===== src/rtl/keypad_pkg.sv =====
// Shared types and helpers for the keypad digit source: FSM states, idle row
// pattern and the {row, col} key-code packing.
package keypad_pkg;

  typedef enum logic [2:0] {
    ST_SCAN,
    ST_DEBOUNCE,
    ST_EMIT,
    ST_HELD,
    ST_RELEASE
  } state_e;

  localparam logic [3:0] ROWS_IDLE = 4'hF;

  function automatic logic [3:0] key_code(input logic [1:0] row, input logic [1:0] col);
    return {row, col};
  endfunction

  // True when exactly one active-low row is asserted.
  function automatic logic single_low(input logic [3:0] rs);
    int n_low;
    n_low = 0;
    for (int i = 0; i < 4; i++) begin
      if (!rs[i]) n_low++;
    end
    return (n_low == 1);
  endfunction

  function automatic logic [1:0] low_index(input logic [3:0] rs);
    logic [1:0] idx;
    idx = 2'd0;
    for (int i = 0; i < 4; i++) begin
      if (!rs[i]) idx = 2'(i);
    end
    return idx;
  endfunction

endpackage


===== src/rtl/keypad_digit_source_if.sv =====
// Keypad pins plus the digit/enter pair handed to the lock FSM.
interface keypad_digit_source_if;
  logic [3:0] row_sense;
  logic [3:0] col_drive;
  logic [3:0] digit;
  logic       enter;
  logic       key_held;

  modport master (
    input  row_sense,
    output col_drive,
    output digit,
    output enter,
    output key_held
  );

  modport slave (
    output row_sense,
    input  col_drive,
    input  digit,
    input  enter,
    input  key_held
  );
endinterface


===== src/rtl/sync_2ff.sv =====
// Two-flop synchronizer for asynchronous board inputs, with a selectable
// reset value so idle-high lines come out of reset inactive.
module sync_2ff #(
  parameter int               WIDTH     = 4,
  parameter logic [WIDTH-1:0] RESET_VAL = '1
) (
  input  logic             clk,
  input  logic             reset,
  input  logic [WIDTH-1:0] i_d,
  output logic [WIDTH-1:0] o_q
);

  logic [WIDTH-1:0] r_meta;
  logic [WIDTH-1:0] r_sync;

  always_ff @(posedge clk) begin
    if (reset) begin
      r_meta <= RESET_VAL;
      r_sync <= RESET_VAL;
    end else begin
      r_meta <= i_d;
      r_sync <= r_meta;
    end
  end

  assign o_q = r_sync;

endmodule


===== src/rtl/keypad_digit_source.sv =====
// 4x4 active-low keypad scanner: one debounced hex code and a single enter
// strobe per physical press, released only after a debounced all-idle period.
//
// state    | meaning
// SCAN     | rotate columns, sample rows on last dwell cycle
// DEBOUNCE | column frozen, count cycles matching latched single-low row
// EMIT     | one-cycle enter strobe, digit shows the new code
// HELD     | key down, wait for all rows idle
// RELEASE  | count idle cycles; any low row goes back to HELD
module keypad_digit_source
  import keypad_pkg::*;
#(
  parameter int SCAN_DIV        = 16,
  parameter int DEBOUNCE_CYCLES = 1000
) (
  input  logic                  clk,
  input  logic                  reset,
  keypad_digit_source_if.master kp
);

  localparam int SCAN_W = $clog2(SCAN_DIV);
  localparam int DEB_W  = $clog2(DEBOUNCE_CYCLES);
  localparam logic [SCAN_W-1:0] SCAN_LAST = SCAN_W'(SCAN_DIV - 1);
  localparam logic [DEB_W-1:0]  DEB_LAST  = DEB_W'(DEBOUNCE_CYCLES - 1);

  logic [3:0]        w_rs;
  state_e            r_state,    w_state_nxt;
  logic [1:0]        r_col,      w_col_nxt;
  logic [1:0]        r_row,      w_row_nxt;
  logic [SCAN_W-1:0] r_scan_cnt, w_scan_nxt;
  logic [DEB_W-1:0]  r_deb_cnt,  w_deb_nxt;
  logic [3:0]        r_digit,    w_digit_nxt;
  logic [3:0]        w_row_pat;

  sync_2ff #(
    .WIDTH     (4),
    .RESET_VAL (ROWS_IDLE)
  ) u_row_sync (
    .clk   (clk),
    .reset (reset),
    .i_d   (kp.row_sense),
    .o_q   (w_rs)
  );

  // Single-low pattern expected from the latched row while debouncing.
  assign w_row_pat = ~(4'b0001 << r_row);

  always_ff @(posedge clk) begin
    if (reset) begin
      r_state    <= ST_SCAN;
      r_col      <= 2'd0;
      r_row      <= 2'd0;
      r_scan_cnt <= '0;
      r_deb_cnt  <= '0;
      r_digit    <= 4'h0;
    end else begin
      r_state    <= w_state_nxt;
      r_col      <= w_col_nxt;
      r_row      <= w_row_nxt;
      r_scan_cnt <= w_scan_nxt;
      r_deb_cnt  <= w_deb_nxt;
      r_digit    <= w_digit_nxt;
    end
  end

  always_comb begin
    w_state_nxt = r_state;
    w_col_nxt   = r_col;
    w_row_nxt   = r_row;
    w_scan_nxt  = r_scan_cnt;
    w_deb_nxt   = r_deb_cnt;
    w_digit_nxt = r_digit;
    case (r_state)
      ST_SCAN: begin
        if (r_scan_cnt == SCAN_LAST) begin
          w_scan_nxt = '0;
          if (single_low(w_rs)) begin
            w_row_nxt   = low_index(w_rs);
            w_deb_nxt   = '0;
            w_state_nxt = ST_DEBOUNCE;
          end else begin
            w_col_nxt = r_col + 2'd1;
          end
        end else begin
          w_scan_nxt = r_scan_cnt + 1'b1;
        end
      end
      ST_DEBOUNCE: begin
        if (w_rs == w_row_pat) begin
          if (r_deb_cnt == DEB_LAST) begin
            w_state_nxt = ST_EMIT;
            w_digit_nxt = key_code(r_row, r_col);
          end else begin
            w_deb_nxt = r_deb_cnt + 1'b1;
          end
        end else begin
          w_state_nxt = ST_SCAN;
          w_col_nxt   = r_col + 2'd1;
          w_scan_nxt  = '0;
        end
      end
      ST_EMIT: w_state_nxt = ST_HELD;
      ST_HELD: begin
        if (w_rs == ROWS_IDLE) begin
          w_deb_nxt   = '0;
          w_state_nxt = ST_RELEASE;
        end
      end
      ST_RELEASE: begin
        if (w_rs == ROWS_IDLE) begin
          if (r_deb_cnt == DEB_LAST) begin
            w_state_nxt = ST_SCAN;
            w_col_nxt   = r_col + 2'd1;
            w_scan_nxt  = '0;
          end else begin
            w_deb_nxt = r_deb_cnt + 1'b1;
          end
        end else begin
          w_state_nxt = ST_HELD;
        end
      end
      default: w_state_nxt = ST_SCAN;
    endcase
  end

  assign kp.col_drive = ~(4'b0001 << r_col);
  assign kp.digit     = r_digit;
  assign kp.enter     = (r_state == ST_EMIT);
  assign kp.key_held  = (r_state == ST_HELD) || (r_state == ST_RELEASE);

endmodule


===== src/flat_wrapper.sv =====
// flat-port wrapper written by rule: the top's interface ports become plain ports
module keypad_digit_source_flat import keypad_pkg::*;
#(
  parameter int SCAN_DIV        = 16,
  parameter int DEBOUNCE_CYCLES = 1000
)
  (clk, reset, kp_row_sense, kp_col_drive, kp_digit, kp_enter, kp_key_held);
  keypad_digit_source_if kp_i ();
  input  logic clk;
  input  logic reset;
  input wire logic [$bits(kp_i.row_sense)-1:0] kp_row_sense;
  output wire logic [$bits(kp_i.col_drive)-1:0] kp_col_drive;
  output wire logic [$bits(kp_i.digit)-1:0] kp_digit;
  output wire logic [$bits(kp_i.enter)-1:0] kp_enter;
  output wire logic [$bits(kp_i.key_held)-1:0] kp_key_held;
  assign kp_i.row_sense = kp_row_sense;
  assign kp_col_drive = kp_i.col_drive;
  assign kp_digit = kp_i.digit;
  assign kp_enter = kp_i.enter;
  assign kp_key_held = kp_i.key_held;
  keypad_digit_source #(.SCAN_DIV(SCAN_DIV), .DEBOUNCE_CYCLES(DEBOUNCE_CYCLES)) u_core (.clk(clk), .reset(reset), .kp(kp_i));
endmodule

===== config.mk =====
export PLATFORM = sky130hd
export DESIGN_NAME = keypad_digit_source_flat
export DESIGN_NICKNAME = d
export VERILOG_FILES = /design/src/rtl/keypad_pkg.sv /design/src/rtl/keypad_digit_source_if.sv /design/src/rtl/sync_2ff.sv /design/src/rtl/keypad_digit_source.sv /design/src/flat_wrapper.sv
export SDC_FILE = /design/constraint.sdc
export NUM_CORES = 1
export LEC_CHECK = 0
export BUFFER_PORTS_ARGS = -buffer_cell sky130_fd_sc_hd__buf_2
export CORE_ASPECT_RATIO = 1.5
export CORE_MARGIN = 1
export CORE_UTILIZATION = 50
export DETAILED_ROUTE_END_ITERATION = 12
export PLACE_DENSITY = 0.69
export SLEW_MARGIN = 0
export SYNTH_ARGS = -nofsm -noshare
export SYNTH_HDL_FRONTEND = slang
export SYNTH_SLANG_ARGS = --single-unit

===== constraint.sdc =====
create_clock -name clk -period 4.26 [get_ports clk]
set_input_delay 0.426 -clock clk [delete_from_list [all_inputs] [get_ports clk]]
set_output_delay 0.426 -clock clk [all_outputs]
set_load 0.03 [all_outputs]

==> impl.org, run 1 <==
** Clocking
- TritonCTS built the clock tree.
- In this run the post-CTS setup repair buffer count came out at 0.
- H-tree Lvls :: 2
- Clock buffer count from CTS :: 5
- CTS saw 33 sinks.
- The tree is rooted in a clkbuf_8.
- After clock tree synthesis, the clock-pin slew on the worst setup and hold paths is 0.07 ns.
- Hold bufs inserted after CTS :: 0
- In this run, post-CTS repair resized a total of 0 instances.
- Clock latency of the later-clocked register in the worst-skew pair :: 0.29 ns
- Maximum count of clock buffers along a single path :: 2

** STA
- The final-report max-slew violation count is 0.
- Final total negative setup slack :: 0 ns
- Max-slew headroom :: 55.3%
- The count of endpoints failing hold in the final timing report came to 0.
- F_max :: 347 MHz
- For the finished layout, the period the worst path requires is 2.88 ns.
- Final clock period utilization by the worst path :: 67.7%
- Setup violations remaining at the end of the flow were counted as 0.
- RSZ-0062 raised after global routing :: no
- Pin slew with the least headroom to its limit :: 0.666 ns
- Setup Skew :: 0.00784 ns
- Worst hold margin :: 0.318 ns

** Logic synthesis
- In this run, synthesis inferred 0 flip-flops with an integrated enable.
- In the synthesized netlist the dominant register cell turns out to be dfxtp_1.
- Synthesis inferred 33 register bits.
- Seq/Total Area, Yosys :: 36.2%
- Synth async-reset ratio :: 0%
- Yosys warning total :: 0
- Instance count of the mapped netlist :: 218
- The netlist uses 54 different library cells.
- Post-Syn Area per Cell :: 8.37 um^2
- After synthesis the cells add up to 1830 um^2.
- The number of nets handed over by synthesis was 233.

** Outcome
- The run finished with clean final reports.

** Cells and area
- Commonest non-fill, non-tap cell in the layout :: dfxtp_1
- Compared with the post-synthesis result, the final layout area differs by 10.3%.
- Core Util, Final :: 58.4%
- The number of antenna diodes in the final layout is 0.
- In the final layout, the share of cells above drive strength 1 is 15.9%.
- At the end of the flow, the number of nets in the layout was 247.
- Commonest cells after routing, fill and taps aside :: dfxtp_1, nor2_1, buf_2

** Floorplan
- The die is 76.0 um tall.
- After floorplanning, the core was divided into 26 placement rows.
- Initial Util :: 52.9%
- The floorplan step defined a die boundary enclosing 3900 um^2.
- The total area inside the core boundary comes to 3450 um^2.
- Measured along the x axis, the die boundary spans 51.3 um.
- 16 I/O pins were placed.

** Placed design
- Final HPWL DP :: 2480 um
- Gp weighted congestion :: 0.799
- Port buffer count :: 15

** Critical path
- Data arrival time of the worst path :: 3.10 ns
- Nature of the critical path startpoint :: register
- Critical path class :: reg2reg
- The worst setup path is captured at a register.
- The cell family contributing the most delay on the critical path is compound AO/OA/AOI/OAI gates.
- Largest fanout on the critical path :: 7
- The signal on the critical path passes through inv_1 -> ha_1 -> xnor2_1 -> ha_1 -> or2_0 -> o211a_1 -> or2_1 -> a221o_1 -> or3_1 -> a21oi_1.
- Counting stages on the worst path, the most repeated cell is ha_1.
- Required time reported for the critical path endpoint :: 4.48 ns
- Together, buffers and inverters on the worst path number 1.
- Slowest cell on the critical path :: a221o_1
- Delay of the slowest critical-path stage :: 0.44 ns

** Global routing
- Number of global-route vias before repair :: 1428
- Entering global routing, the biggest net connects 34 pins.
- The first global-routing pass estimated 5950 um of wire.
- Initial antenna violation count :: 0
- GR Overflow Total :: 0
- Global routing consumed, over all layers together, 20.2% of the routing resources.

** Drt
- The first TritonRoute pass finished after 4 iterations.
- For this block, the routed nets add up to 3500 um of wire.
- Count of unresolved DRC violations after routing :: 0
- In this run the remaining antenna-violating nets after routing total 0.
- Per-cell via count in the routed design :: 5.59
- Iteration-0 DRC Markers :: 25
- Wire length per cell :: 12.7 um
- Vias :: 1537

** Power and ir drop
- Total chip power :: 618 uW
- Static leakage power :: 0.837 nW
- IR analysis of the VDD net gives a maximum drop of 0.299 mV.
- P per Cell Area :: 307 nW/um^2

** Min path
- Class of the tightest hold or removal check :: in2reg

** Flow run
- Across the run, the number of max-cap violations was 0.
-- area by class of cell --
| class | count | area (um^2) |
|---|---|---|
| Multi-Input combinational cell | 165 | 1080 |
| Sequential cell | 33 | 661 |
| Tap cell | 42 | 52.6 |
| Clock buffer | 7 | 96.3 |
| Inverter | 12 | 45.0 |
| Clock inverter | 1 | 5.00 |
| Timing Repair Buffer | 15 | 75.1 |
| Fill cell | 343 | 1440 |
-- synth_stat cells (all sizes together) (2+ instances only) --
library cell	instances	share of area, %
dfxtp	33	36
nor2	26	5.3
nand2	13	2.7
nand3	13	3.6
o21ai	13	3.6
inv	12	2.5
or2	10	3.4
ha	9	6.2
nand2b	9	3.1
mux2i	7	3.8
nor2b	7	2.4
a21oi	6	1.9
clkbuf	6	1.2
a21o	5	2.1
nand3b	4	1.6
a311oi	3	1.4
nor3	3	1.1
o31ai	3	1.2
or3	3	1.0
or3b	3	1.4
buf	2	1.0
mux2	2	1.2
nand4	2	0.69
xnor2	2	0.96
-- cell families after synthesis --
logic type                 synth area share (%)
muxes                                      5.07
xor gates and xnor gates                  0.960
and+or+nand+nor                            29.4
DFF                                        36.2
AOI/OAI and AO/OA                          17.5
adders and majority gates                  6.17
buffers and inverters                      4.73
-- metrics by stage --
stage          cells  cell area (um^2)  setup WS (ns)
2_1_floorplan    218              1830           1.59
3_3_place_gp     267              1910           1.45
3_5_place_dp     267              1910           1.39
4_1_cts          275              2010           1.38
5_1_grt          275              2010           1.23
6_report         275              2010           1.38
-- report_power, final --
group,switching (mW),internal [mW]
Combinational,0.0172,0.0166
Sequential,0.00651,0.315
Clock,0.117,0.146
Total,0.141,0.478
-- state kept, by name, summed over array words and instances, names as in the netlist --
| signal | cells |
|---|---|
| u_core.r_deb_cnt | 10 |
| u_core.kp.digit | 4 |
| u_core.r_scan_cnt | 4 |
| u_core.u_row_sync.o_q | 4 |
| u_core.u_row_sync.r_meta | 4 |
| u_core.r_state | 3 |
| u_core.r_col | 2 |
| u_core.r_row | 2 |
-- worst paths after layout --
kind	start	end	slack, ns	cells past startpoint
worst min-delay path	kp_row_sense[0]	u_core.u_row_sync.r_meta[0]	0.32	2
worst max-delay path	u_core.u_row_sync.o_q[1]	u_core.r_deb_cnt[1]	1.38	10
worst min register to register	u_core.u_row_sync.r_meta[2]	u_core.u_row_sync.o_q[2]	0.40	1
worst max register to register	u_core.u_row_sync.o_q[1]	u_core.r_deb_cnt[1]	1.38	10
-- routing by layer --
layer / vias to the layer above / part of all wire [%] / GRT usage (%)
li1: 795 / - / -
met1: 713 / 45 / 21.6
met2: 22 / 49 / 34.9
met3: 7 / 3.1 / 5.39
met4: 0 / 2.1 / 10.3
met5: - / 0 / 0
Note: power is estimated with default switching activity, not from simulation.
==> inputs of run 2 (changes only) <==
--- a/config.mk
+++ b/config.mk
@@ -5,12 +5,13 @@
 export SDC_FILE = /design/constraint.sdc
 export NUM_CORES = 1
 export LEC_CHECK = 0
+export ABC_AREA = 1
 export BUFFER_PORTS_ARGS = -buffer_cell sky130_fd_sc_hd__buf_2
 export CORE_ASPECT_RATIO = 1.5
 export CORE_MARGIN = 1
 export CORE_UTILIZATION = 50
 export DETAILED_ROUTE_END_ITERATION = 12
-export PLACE_DENSITY = 0.69
+export PLACE_DENSITY = 0.68
 export SLEW_MARGIN = 0
 export SYNTH_ARGS = -nofsm -noshare
 export SYNTH_HDL_FRONTEND = slang
==> constraint.sdc (replaced) <==
create_clock -name clk -period 2.9 [get_ports clk]
set_input_delay 0.29 -clock clk [delete_from_list [all_inputs] [get_ports clk]]
set_output_delay 0.29 -clock clk [all_outputs]
set_load 0.03 [all_outputs]
==> run 2 against run 1 <==
Combinational power rose to 25 times the previous value. First-iteration DRC count is 68% higher. Sequential power up 83%. Fmax grew 26%. Via count grew 25%. Clock-buffer cell count stayed put. Core utilization down 2.3 points. Synthesized area grew 11%. Non-clock buffer count unchanged. Final area increased by 9.4%.
==> impl.org, run 2 <==
** Outcome
- The run finished with clean final reports.

** Critical path
- The most critical setup path has its startpoint at u_core.u_row_sync.o_q[1].
- The worst setup path is launched from a register.
- Required time reported for the critical path endpoint :: 3.06 ns (-1.42 ns)
- The setup path with the least slack is of type reg2reg.
- The maximum fanout along the worst path is 16 (+9).
- The worst path arrival time was 2.44 ns (-0.66 ns).
- The depth of the worst register-to-register path came to 15 (+5).
- The worst register-to-register path begins at u_core.u_row_sync.o_q[1].
- Endpoint class of the critical path :: register

** STA
- The pin slew with the least headroom to its limit came to 0.397 ns (-0.268 ns).
- Period minus WS final :: 2.28 ns (-0.603 ns)
- The worst-case setup margin in the final layout was 0.620 ns (-0.757 ns).
- The accumulated negative setup slack was 0 ns (unchanged).
- Number of hold violations in the final report :: 0 (unchanged)
- Setup Skew :: 0.00360 ns (-0.00424 ns)
- The final-report max-slew violation count came to 0 (unchanged).
- Setup repair after global routing left no endpoint under its margin.
- F_max :: 439 MHz (+26%)
- The worst slew slack as a fraction of its limit is 73.4% (+18 points).
- The ratio of final minimum period to clock period was 78.6% (+11 points).
- The total of endpoints with negative setup slack in the final report is 0 (unchanged).

** Cells and area
- The area taken by multi-input logic gates came to 1190 um^2 (+11%).
- Fraction of layout instances using a drive strength above 1 :: 15.5% (-0.37 points)
- Max reg flops :: 10 (unchanged)
- Number of diodes :: 0 (unchanged)
- Net count reported at finish :: 331 (+34%)
- Signed area change from the synthesized netlist to the final layout :: 8.84%
- Leaving out fill and tap cells, the most frequent cell in the layout is nand2_1.
- The sequential cell area was 661 um^2 (unchanged).
- The register with the most flip-flops in the final layout is u_core.r_deb_cnt.
- The number of fill cells in the layout was 413 (+20%).
- The library cells used most frequently in the layout, excluding fill and tap cells, are nand2_1, nor2_1, dfxtp_1.

** Power and ir drop
- The part of the total power dissipated in combinational logic came to 47.9% (+42 points).
- Clock power share :: 19.4% (-23 points)
- Net switching power figure :: 819 uW (+480%)
- Static leakage power :: 0.955 nW (+14%)
- Switching part of the total power :: 45.7% (+23 points)
- Relative contribution of sequential cells to total power :: 32.8% (-19 points)
- The highest ir drop seen on vdd is 0.497 mV (+66%).
- The power density over cell area was 815 nW/um^2 (+170%).
- The internal power of the cells is 974 uW (+100%).

** Logic synthesis
- The fraction of synthesized cell area taken by the top area cell type came to 32.7% (-3.5 points).
- The cell area after synthesis came to 2020 um^2 (+11%).
- Seq/Total Area, Yosys :: 32.7% (-3.5 points)
- Instance count of the mapped netlist :: 299 (+37%)
- Among all flip-flop cells after synthesis, the most frequent one is dfxtp_1.
- By instance count, the leading cell after synthesis is nand2_1.
- Yosys warning total :: 0 (unchanged)
- The number of nets produced by synthesis is 314 (+35%).
- Synth async-reset ratio :: 0% (unchanged)
- The mean instance size in the synthesized netlist came to 6.77 um^2 (-19%).
- Flip-flop and latch count after synthesis :: 33 (unchanged)
- Number of enable-type register cells in the synthesized netlist :: 0 (unchanged)
- Yosys top cell by area :: dfxtp_1
- Synth cell types :: 30 (-44%)
- Dominant cells by area after synthesis :: dfxtp_1, nand2_1, nor2_1, nand3_1, a21oi_1
- After synthesis, the most frequently instantiated cells are nand2_1, nor2_1, dfxtp_1.

** Clocking
- The post-CTS resize count was 0 (unchanged).
- Clock buffer count from CTS :: 5 (unchanged)
- The number of buffers on the longest clock path was 2 (unchanged).
- The post-CTS setup repair buffer count came to 0 (unchanged).
- Register clock-pin slew on the reported worst setup and hold paths :: 0.06 ns (about the same)
- The number of levels in the clock H-tree came to 2 (unchanged).
- TritonCTS built the clock tree.
- Clock latency of the later-clocked register in the worst-skew pair :: 0.28 ns (about the same)
- Hold bufs inserted after CTS :: 0 (unchanged)
- Total clock sinks :: 33 (unchanged)
- CTS placed an instance of clkbuf_8 at the clock tree root.

** Drt
- Routed met3 length :: 114 um (+4.6%)
- Routed wire length :: 4310 um (+23%)
- In this run the top signal layer used is met4.
- Wire length per cell :: 11.9 um (-6.3%)
- The detailed-route vias per instance was 5.33 (-4.7%).
- The number of vias in the routed layout is 1923 (+25%).
- Count of unresolved DRC violations after routing :: 0 (unchanged)
- The met2 layer wire length in the routed design is 2190 um (+27%).
- The count of TritonRoute iterations in the first routing pass came to 5 (+1).
- Antenna-violating nets left :: 0 (unchanged)
- The met1 wire length came to 1860 um (+17%).
- Iteration-0 DRC Markers :: 42 (+68%)

** Floorplan
- The height of the die came to 79.9 um (+5.1%).
- Count of pins on the block boundary :: 16 (unchanged)
- Area of the core :: 3920 um^2 (+14%)
- Width of the die :: 53.9 um (+5.1%)
- Die outline area :: 4310 um^2 (+10%)
- Initial Util :: 51.6% (-1.4 points)
- Number of standard-cell rows in the floorplan :: 28 (+7.7%)

** Global routing
- Number of global-route vias before repair :: 1749 (+22%)
- Initial antenna violation count :: 0 (unchanged)
- The global-route congestion overflow total is 0 (unchanged).
- Overall track demand over capacity in global routing :: 22.8% (+2.7 points)
- The wire length of the first global-routing pass was 7220 um (+21%).
- Maximum number of pins on one net before global-route repair :: 21 (-38%)

** Min path
- The worst hold path belongs to the class in2reg.
- The number of cells traversed by the worst hold path came to 2 (unchanged).
- The startpoint identified for the worst hold timing path is kp_row_sense[2].

** Placed design
- The detailed placement HPWL came to 3260 um (+32%).
- Gp weighted congestion :: 0.903 (+13%)
- DP Worst Slack :: 0.676 ns (-0.713 ns)
- Port buffer count :: 15 (unchanged)

** Flow run
- Max-cap viol count :: 0 (unchanged)
run 2: cell types whose count changed in the layout (fill, tap and decap cells not counted), sizes merged, moves of 7 or more:
cell	before	now
a21oi	6	23
nor2	26	47
nand2b	9	0
nor2b	7	0
nand3	13	32
mux2i	7	0
nand2	13	63
inv	12	34
run 2: worst paths after layout:
kind,end,slack (ns)
worst max-delay path,u_core.r_deb_cnt[6],0.62
worst min-delay path,u_core.u_row_sync.r_meta[2],0.19
worst max register to register,u_core.r_deb_cnt[6],0.62
worst min register to register,u_core.u_row_sync.o_q[2],0.41
run 2: final cells by class:
type / count / area share (%)
repair buffers: 15 / 3.41
well taps: 45 / 2.56
inverters: 35 / 5.97
flip-flops and latches: 33 / 30.0
clock buffers: 7 / 3.92
multi-input cells: 226 / 54.1
run 2: metrics by stage:
step                instance area [um^2]  instances  power (mW)  utilization, %  hold WS, ns
global route                        2200        361        1.96            56.1        0.188
CTS                                 2200        361        1.82            56.1        0.182
global placement                    2120        354        1.45            53.9        0.391
floorplan                           2020        299        1.32               -        0.389
detailed placement                  2120        354        1.46            53.9        0.397
finish                              2200        361        1.79            56.1        0.189
run 2: cell families after synthesis:
family,after synthesis,synth area share (%)
xor+xnor,4,1.73
fa+ha+maj,9,5.57
buf+inv,40,8.41
compound gates,41,10.5
flops,33,32.7
simple gates,172,41.2
run 2: power by group through the flow:
stage	Sequential [mW]	Clock, mW	Combinational, mW
final	0.588	0.347	0.859
after CTS	0.589	0.358	0.869
after global placement	0.597	0	0.852
after global routing	0.598	0.372	0.989
after floorplan	0.581	0	0.739
after detailed placement	0.598	0	0.866
run 2: critical path, cell delays in order, from the launching register on:
cell and delay [ns]:
dfxtp_1 0.37, inv_1 0.08, ha_1 0.31, inv_1 0.06, nand2_1 0.05, nand2_2 0.09
inv_1 0.05, ha_1 0.27, nor2_1 0.09, nand2_1 0.08, o21ai_2 0.09, nand3_2 0.11
nand2_4 0.19, nand3_4 0.15, nand2_1 0.09, a21oi_1 0.06
run 2: per-layer routing:
| metal | up-vias | track usage [%] |
|---|---|---|
| li1 | 1004 | - |
| met1 | 874 | 24.2 |
| met2 | 32 | 39.6 |
| met3 | 13 | 5.14 |
| met4 | 0 | 12.4 |
| met5 | - | 0 |
